File: config.mk
export PLATFORM = sky130hd
export DESIGN_NAME = cordic_argred
export DESIGN_NICKNAME = d
export VERILOG_FILES = /design/src/rtl/cordic_argred.sv
export SDC_FILE = /design/constraint.sdc
export NUM_CORES = 1
export LEC_CHECK = 0
export CORE_MARGIN = 2
export CORE_UTILIZATION = 32
export CTS_CLUSTER_SIZE = 24
export DETAILED_ROUTE_END_ITERATION = 10
export HOLD_SLACK_MARGIN = 0.06
export PLACE_DENSITY = 0.64
export SLEW_MARGIN = 0
export SYNTH_ARGS = -nofsm -noshare
export SYNTH_HDL_FRONTEND = slang
export SYNTH_SLANG_ARGS = --single-unit
File: constraint.sdc
create_clock -name clk -period 5.5 [get_ports clk]
set_clock_uncertainty 0.05 [all_clocks]
set_input_delay 1.375 -clock clk [delete_from_list [all_inputs] [get_ports clk]]
set_output_delay 1.375 -clock clk [all_outputs]
set_load 0.05 [all_outputs]
File: src/rtl/cordic_argred.sv
// cordic_argred
// Argument reduction and sign correction in front of a CORDIC cosine core.
// Folds a Q3.13 angle in [-4,4) rad into [-pi/2,pi/2], hands the reduced
// angle (Q2.14) to the core, waits for its result and negates it when the
// fold moved the angle by pi (cos(x -/+ pi) = -cos(x)).
//
// Ports:
//   clk, rst_b      clock, async active-low reset
//   req, ang        start request and Q3.13 angle (sampled while rdy=1)
//   rdy             high in IDLE only
//   done, cos_out   one-cycle completion pulse, Q2.14 cosine (held)
//   theta, bgn      reduced angle and one-cycle start pulse to the core
//   fin, cos_in     core completion flag and its Q2.14 cosine
module cordic_argred #(
  parameter logic [15:0] PI  = 16'h6488,
  parameter logic [15:0] HPI = 16'h3244
) (
  input  logic        clk,
  input  logic        rst_b,
  input  logic        req,
  input  logic [15:0] ang,
  output logic        rdy,
  output logic        done,
  output logic [15:0] cos_out,
  output logic [15:0] theta,
  output logic        bgn,
  input  logic        fin,
  input  logic [15:0] cos_in
);

  typedef enum logic [2:0] {
    S_IDLE, S_REDUCE, S_START, S_WAIT, S_DONE
  } state_t;

  state_t state, state_nxt;

  logic [15:0] a;
  logic        neg;

  // fold arithmetic, 17 bits so a - PI / a + PI cannot overflow
  logic signed [16:0] a17, pi17, hpi17, r;
  logic               fold_neg;

  assign a17   = {a[15], a};
  assign pi17  = {PI[15], PI};
  assign hpi17 = {HPI[15], HPI};

  always_comb begin
    r        = a17;
    fold_neg = 1'b0;
    if (a17 > hpi17) begin
      r        = a17 - pi17;
      fold_neg = 1'b1;
    end else if (a17 < -hpi17) begin
      r        = a17 + pi17;
      fold_neg = 1'b1;
    end
  end

  // state register
  always_ff @(posedge clk or negedge rst_b) begin
    if (!rst_b) state <= S_IDLE;
    else        state <= state_nxt;
  end

  // next state
  always_comb begin
    state_nxt = state;
    case (state)
      S_IDLE:   if (req) state_nxt = S_REDUCE;
      S_REDUCE: state_nxt = S_START;
      S_START:  state_nxt = S_WAIT;
      S_WAIT:   if (fin) state_nxt = S_DONE;
      S_DONE:   state_nxt = S_IDLE;
      default:  state_nxt = S_IDLE;
    endcase
  end

  // outputs decoded from state only
  always_comb begin
    rdy  = (state == S_IDLE);
    bgn  = (state == S_START);
    done = (state == S_DONE);
  end

  // datapath registers
  always_ff @(posedge clk or negedge rst_b) begin
    if (!rst_b) begin
      a       <= '0;
      neg     <= 1'b0;
      theta   <= '0;
      cos_out <= '0;
    end else begin
      if (state == S_IDLE && req)
        a <= ang;
      if (state == S_REDUCE) begin
        neg   <= fold_neg;
        // r is within [-pi/2,pi/2] here, so dropping the top bits of
        // the Q3.13 -> Q2.14 shift loses nothing
        theta <= 16'(r << 1);
      end
      if (state == S_WAIT && fin)
        cos_out <= neg ? 16'(16'd0 - cos_in) : cos_in;
    end
  end

endmodule
# Yosys cells after proc, flatten, opt, wreduce, memory -nomap -nowiden
# Cells that the tools add are included.
[totals]
wordCells = 28
inputBits = 36
reg_bits = 51
[op_classes]
eq_ne = 6
n_mux = 8
magnitude_cmp = 2
reduce_logical = 4
addsub = 3
[op_table]
columns = ["operator", "n"]
rows = [
  ["15-bit 2-to-1 mux", 2],
  ["16-bit by 15-bit greater-than comparator with 1-bit output, second input constant", 1],
  ["16-bit by 15-bit less-than comparator with 1-bit output, second input constant", 1],
  ["16-bit 2-to-1 mux", 1],
  ["1-bit by 16-bit subtractor with 16-bit output, first input constant", 1],
  ["15-bit by 14-bit adder with 15-bit output, second input constant", 1],
  ["15-bit by 14-bit subtractor with 15-bit output, second input constant", 1],
  ["3-bit one-hot mux with 4 select lines", 1],
  ["3-bit by 2-bit == test with 1-bit output, second input constant", 2],
  ["3-bit 2-to-1 mux", 2],
  ["2-bit inequality test, second input constant", 2],
  ["3-bit by 1-bit == test with 1-bit output, second input constant", 1],
  ["3-bit == test, second input constant", 1],
  ["3-bit logical NOT", 1],
  ["1-bit logical AND", 2],
  ["1-bit 2-to-1 mux", 2],
  ["2-bit AND reduction", 1],
]

# Logic depth before layout (Yosys ltp)
[depth]
depth_word = 3
ltp_mapped = 9
mapped_depth_nobuf = 8

# Worst setup path after synthesis
# Ideal clock, no wire load.
[synth_timing]
kind = "register to output"
start = "register state[1]"
end = "output done"
setup_slack_ns = 2.479
t_arrival_ns = 1.596
stages_incl_launch_ff = 2
n_path_buf = 0
cell_sequence = "dfrtp_1 -> nor3b_1"
[synth_between]
elab_chain_len = 1
[synth_rtl]
columns = ["element", "line", "rtl"]
rows = [
  ["start, declared", "35", "state_t state, state_nxt;"],
  ["start signal, assigned", "63", "else state <= state_nxt;"],
  ["3-bit == test", "83", "done = (state == S_DONE);"],
  ["end, declared", "23", "output logic done,"],
]
# No other way between the ends.

# Worst setup path after layout
[layout_timing]
start = "input cos_in[4]"
end = "register cos_out[13]"
[layout_between]
elab_chain_len = 2
[layout_rtl]
columns = ["element", "line", "rtl"]
rows = [
  ["start, declared", "28", "input logic [15:0] cos_in"],
  ["1-bit by 16-bit subtractor with 16-bit output", "103", "cos_out <= neg ? 16'(16'd0 - cos_in) : cos_in;"],
  ["16-bit 2-to-1 mux", "103", ""],
  ["end signal, assigned", "103", ""],
  ["end, declared", "24", "output logic [15:0] cos_out,"],
]
# No other way between the ends.
# A chain may end at the register's enable or synchronous reset.

==> results.toml <==
[run_status]
outcome = "complete, no violations"

[placed_design]
dpl_worst_slack_ns = 1.85
dp.final_hpwl_um = 4570
gp_congestion = 0.858
portBuffers = 69
dpl-instance-area_mm2 = 0.00350
place_inst = 438

[setup_path]
reg2reg_slack_ns = 3.14
worst_ep_arrival_time_ns = 3.43
cpMaxStageDelayCell = "or4_1"
reg2reg_to = "theta[14]$_DFFE_PN0P_"
rr_worst_depth = 6
critPathMaxStageDelay_ns = 0.59
required_ns = 5.63
cp_max_fo = 4
crit_path_end_kind = "flip-flop"
timing.rr.start = "a[5]$_DFFE_PN0P_"
crit_path_start_kind = "primary input"
crit_type = "primary input to flip-flop"
cp_cell_sequence = "clkdlybuf4s50_1 -> or4_1 -> nor3_1 -> nand3_1 -> o41ai_1 -> xor2_1 -> o21ai_0"

[worst_hold_path]
whs_endpoint = "theta[7]$_DFFE_PN0P_"
min_path_type = "flip-flop to flip-flop"
whs_path_depth = 2
hold_start = "theta[7]$_DFFE_PN0P_"

[pwr]
irDropWorstVdd_mv = 0.166
switchingPower_mw = 1.19
p_clk_frac = 0.095
power.share.switching = 0.494
p_leak_nw = 1.45
power_per_cell_area_mw_per_mm2 = 670
p_int_mw = 1.22
power_frac_seq = 0.318
combinationalPowerShare = 0.587

[sta]
slew_headroom = 0.502
hold_viol = 0
fin_tns_setup_ns = 0
fmax_mhz = 303
rsz0062_at_grt = "no"
final_max_slew_viol_count = 0
fin_ws_ns = 2.20
finalCritPeriodShare = 0.600
tightest_slew_ns = 0.747
setup_violations = 0
fin_crit_ns = 3.30

[clock_tree]
clock_latency_ns = 0.31
cts_resized = 0
tritoncts = "yes"
cts.htree.levels = 2
cts_made_buffers = 5
max-clock-path-buffers = 2
cts_root_buf = "clkbuf_8"
cts.sinks = 51
ctsHoldBuffers = 0
clk_pin_slew_ns = 0.10
postCtsSetupBuffers = 0

[logic_synthesis]
yosysTopAreaCellShare = 0.460
synth_area_leaders = "dfrtp_1, mux2_2, o21ai_0"
ys_seq_elements = 51
ys_types = 56
synth.avg_cell_area_um2 = 9.76
synthArstFlopShare = 1.00
synthesis.instances = 284
syn_nets = 324
ys.flop_type = "dfrtp_1"
syn-cell-area_mm2 = 0.00277
synth_edf_count = 0
synth_top_area_cell = "dfrtp_1"
synth.most_common_cell = "dfrtp_1"
ys_seq_area_frac = 0.460
netlist_top_cells_count = "dfrtp_1, nand2_1, o21ai_0, mux2_2, clkbuf_1"
synth_warnings = 0

[global_routing]
antenna_found_initial = 0
grt_pass1_vias = 2187
grt_pass1_wl_um = 10400
grt_overflow = 0
grt_usage = 0.132
grt_max_degree = 52

[detailed_routing]
drt-total-wl_um = 6150
final_antenna_net_count = 0
num_vias = 2210
dr.pass1.iters = 4
drt-wirelength-per-cell_um = 13.8
drt_iter0_drc = 55
drc = 0
vias_per_cell = 4.96

[floorplan]
chipHeight_um = 97.1
boundaryPins = 71
core_mm2 = 0.00830
fp.dieArea_mm2 = 0.00943
die_w_um = 97.1
start_util = 0.334
row_count = 33

[layout]
drive_above_1_share = 0.111
stdcell_count = 446
fin_area_mm2 = 0.00360
nNetsFinal = 380
area_growth_pct = 30.0
diodes = 0

[flow_run]
drv_cap = 0
## cell families (layout without fill, tap and decap cells)
kind of cell,Yosys count,count (layout),synth area share
muxes,18,18,0.0727
adders and majority gates,4,4,0.0181
AOI/OAI and AO/OA,83,83,0.200
xor gates and xnor gates,24,24,0.0758
DFF,51,51,0.460
buffers and inverters,27,84,0.0415
and+or+nand+nor,76,76,0.130
other,1,1,0.00135
## through the flow
step	utilization	hold WS, ns	power, mW
after floorplan	-	0.409	1.80
after global placement	0.422	0.411	2.17
after detailed placement	0.422	0.420	2.20
after CTS	0.434	0.442	2.44
after global routing	0.434	0.456	2.59
final	0.434	0.438	2.41
## cell type report
class | instances | area (um^2)
multi-input cells | 206 | 1380
inverters | 6 | 22.5
well taps | 105 | 131
fillers | 814 | 4700
repair buffers | 70 | 693
clock inverters | 2 | 16.3
flip-flops and latches | 51 | 1280
clock buffers | 6 | 82.6
## routing by layer
| metal | routed length (um) | GRT usage |
|---|---|---|
| met1 | 2950 | 0.182 |
| met5 | 0 | 0 |
| met4 | 53 | 0.0314 |
| met3 | 329 | 0.0353 |
| met2 | 2820 | 0.209 |
## worst max-delay path, delay by kind of cell
kind / cells / cell delay (ns)
AOI/OAI and AO/OA: 2 / 0.42
and+or+nand+nor: 3 / 0.99
buffers and inverters: 1 / 0.47
xor gates and xnor gates: 1 / 0.17
## cell usage in the layout (no fill, tap or decap), drive strengths merged, types with 7 or more instances in the layout
cell type      Yosys  routed
nand2             42      42
xor2              15      15
o31ai              7       7
dfrtp             51      51
o21ai             39      39
nor2               7       7
mux2              17      17
clkdlybuf4s50      0      68
xnor2              9       9
## worst max path at each step
stage | start | to | slack, ns | cells after the start
after floorplan | state[1]$_DFFE_PN0P_ | done | 2.48 | 1
after global placement | cos_in[4] | cos_out[13]$_DFFE_PN0P_ | 1.92 | 7
after detailed placement | cos_in[4] | cos_out[13]$_DFFE_PN0P_ | 1.85 | 7
after CTS | cos_in[4] | cos_out[13]$_DFFE_PN0P_ | 2.19 | 7
after global routing | cos_in[4] | cos_out[13]$_DFFE_PN0P_ | 1.98 | 7
final | cos_in[4] | cos_out[13]$_DFFE_PN0P_ | 2.20 | 7
## registers in the layout (all words and copies together), names as in the netlist
| signal | flops |
|---|---|
| a | 16 |
| cos_out | 16 |
| theta | 15 |
| state | 3 |
| neg | 1 |
## power by group through the flow
stage	clock [mW]	combinational [mW]	sequential, mW
6_report	0.230	1.42	0.767
5_1_grt	0.259	1.52	0.805
4_1_cts	0.243	1.43	0.768
3_5_place_dp	0	1.42	0.778
3_3_place_gp	0	1.41	0.764
2_1_floorplan	0	0.763	1.04
No activity file was read; power rests on OpenSTA's default activity.
==> variant: new RTL, config.mk and constraints unchanged <==
The 5 states of `state_t` get a one-hot encoding in 5 bits.
--- a/src/rtl/cordic_argred.sv
+++ b/src/rtl/cordic_argred.sv
@@ -29,6 +29,6 @@
 );
 
-  typedef enum logic [2:0] {
-    S_IDLE, S_REDUCE, S_START, S_WAIT, S_DONE
+  typedef enum logic [4:0] {
+    S_IDLE = 5'b00001, S_REDUCE = 5'b00010, S_START = 5'b00100, S_WAIT = 5'b01000, S_DONE = 5'b10000
   } state_t;
 
Check against the original RTL: no difference found for any inputs over 10 cycles, from zero or initial values and one cycle with rst_b low; not proved beyond that.
==> variant against the unedited design <==
Setup slack worse by 0.090 ns; sequential share of layout area rose by 0.21 points; wire length is 11% higher; area after synthesis up 4.0%; die area rose by 3.8%; worst hold slack worse by 0.0013 ns; first-iteration DRC count increased by 130%; power shrank 6.5%; via count grew 14%; register-to-register slack lost 0.61 ns; sequential cell count rose by 2; clock power up 2%; final area grew 3.4%; cell count is 11% higher.
==> variant: results (changes against the unedited design) <==
| Metric | Value |
|---|---|
| Run status | finished clean |
| Post-CTS sizing | 0 (unchanged) |
| Critical Path Slowest Stage Cell | clkdlybuf4s50_1 |
| Net count after synthesis | 371 (+15%) |
| Largest fanout on the critical path | 5 (+1) |
| Number of cell instances on the worst register-to-register path | 6 (unchanged) |
| Final net count | 428 (+13%) |
| Maximum buffer depth of the clock tree | 2 (unchanged) |
| Largest registers ranked by flip-flop count | a: 16 flops, cos_out: 16 flops, theta: 15 flops |
| Vias after detailed routing | 2521 (+14%) |
| Final RePlAce weighted congestion | 0.8679 (+1.2%) |
| Starting DRC count in detailed routing | 127 (+130%) |
| Transition time at the pin with the least slew margin | 0.9704 ns (+0.2234 ns) |
| Reported leakage power | 1.567 nW (+7.9%) |
| Buffer count from post-CTS setup fixing | 0 (unchanged) |
| Largest net degree at the start of global routing | 54 (+3.8%) |
| Top area cells in the synthesized netlist | dfrtp_1 45%, nand2_1 9.0%, xor2_1 6.1%, nor2_1 3.9%, a21oi_1 3.5% |
| Family with the most delay on the worst path | buffers and inverters |
| Pre-Repair DR Iteration Count | 4 (unchanged) |
| Top flip-flop cell by instance count after synthesis | dfrtp_1 |
| Synth cell types | 55 (-1.8%) |
| Ant. Diodes | 0 (unchanged) |
| Area after DPL | 3632 um^2 (+3.6%) |
| Clock buffer count from CTS | 5 (unchanged) |
| Worst vdd ir | 204.1 uV (+23%) |
| Global-route wire length before repair | 11.45 mm (+9.7%) |
| Antenna violations before repair | 0 (unchanged) |
| Sequential fraction of the synthesis area | 46.03% (about the same) |
| Share of layout cells above drive strength 1 | 5.398% (-5.7 points) |
| Most common library cells after synthesis | 69 x nand2_1, 52 x dfrtp_1, 30 x nor2_1 |
| Delay contributed by the slowest stage of the critical path | 0.81 ns (+0.22 ns) |
| Half-perimeter wire length of the detailed placement result | 4.935 mm (+8.0%) |
| Routed length per placed instance | 13.75 um (-0.22%) |
| Global-route usage over all layers | 14.16% (+0.92 points) |
| Worst Path Arrival | 1.96 ns (-1.47 ns) |
| Number of global-route vias before repair | 2417 (+11%) |
[variant: logic make-up after synthesis]
logic type / Yosys count / share of synthesized area, %
AO/OA/AOI/OAI: 78 / 17.53
flip-flops: 53 / 46.03
multiplexers: 2 / 0.7375
AND/OR/NAND/NOR: 135 / 21.30
buffers and inverters: 33 / 4.945
adder cells (fa/ha/maj): 4 / 1.735
other: 1 / 0.1300
XOR/XNOR: 25 / 7.592
[variant: final cells by class]
| cell class | instances | area [um^2] |
|---|---|---|
| clock buffer | 5 | 68.82 |
| clock inverter | 3 | 25.02 |
| fill | 880 | 4995 |
| inverter | 11 | 41.29 |
| multi-input combinational | 245 | 1420 |
| sequential | 53 | 1328 |
| tap | 108 | 135.1 |
| timing repair buffer | 72 | 708.2 |
[variant: worst paths after layout]
kind / startpoint / to / slack [ns]
max: state[4] / rdy / 2.11
min: theta[1] / theta[1] / 0.44
max reg2reg: a[8] / theta[12] / 2.53
min reg2reg: theta[1] / theta[1] / 0.44
max in group asynchronous: rst_b / a[6] / 3.84
min in group asynchronous: rst_b / cos_out[3] / 1.12
[variant: per-layer routing]
metal,track usage [%],part of all wire (%),routed length (um),up-vias
met1,19.71,47,3181,1177
met3,2.979,7.4,505,7
li1,-,-,-,1258
met5,0,0,0,-
met4,3.161,0.67,46,0
met2,22.77,45,3102,79
[variant: worst register-to-register path: cells and delay by family, from the launching register on]
kind	cells	cell delay, ns
xor+xnor	1	0.19
flops	1	0.55
simple gates	1	0.60
compound gates	4	1.50
[variant: stage by stage]
stage	setup WS, ns	std cells	hold WS, ns	total power, mW	utilization [%]
2_1_floorplan	2.556	331	0.4020	1.655	-
3_3_place_gp	2.009	489	0.4144	2.014	41.65
3_5_place_dp	1.973	489	0.4123	2.036	41.65
4_1_cts	2.107	497	0.4403	2.276	42.73
5_1_grt	2.011	497	0.4795	2.428	42.73
6_report	2.112	497	0.4366	2.255	42.73
[variant: where the power goes]
group | leakage, nW | internal, mW | switching, mW
Clock | 0.0452 | 0.0931 | 0.142
Combinational | 0.851 | 0.466 | 0.783
Sequential | 0.670 | 0.557 | 0.214
Total | 1.57 | 1.12 | 1.14
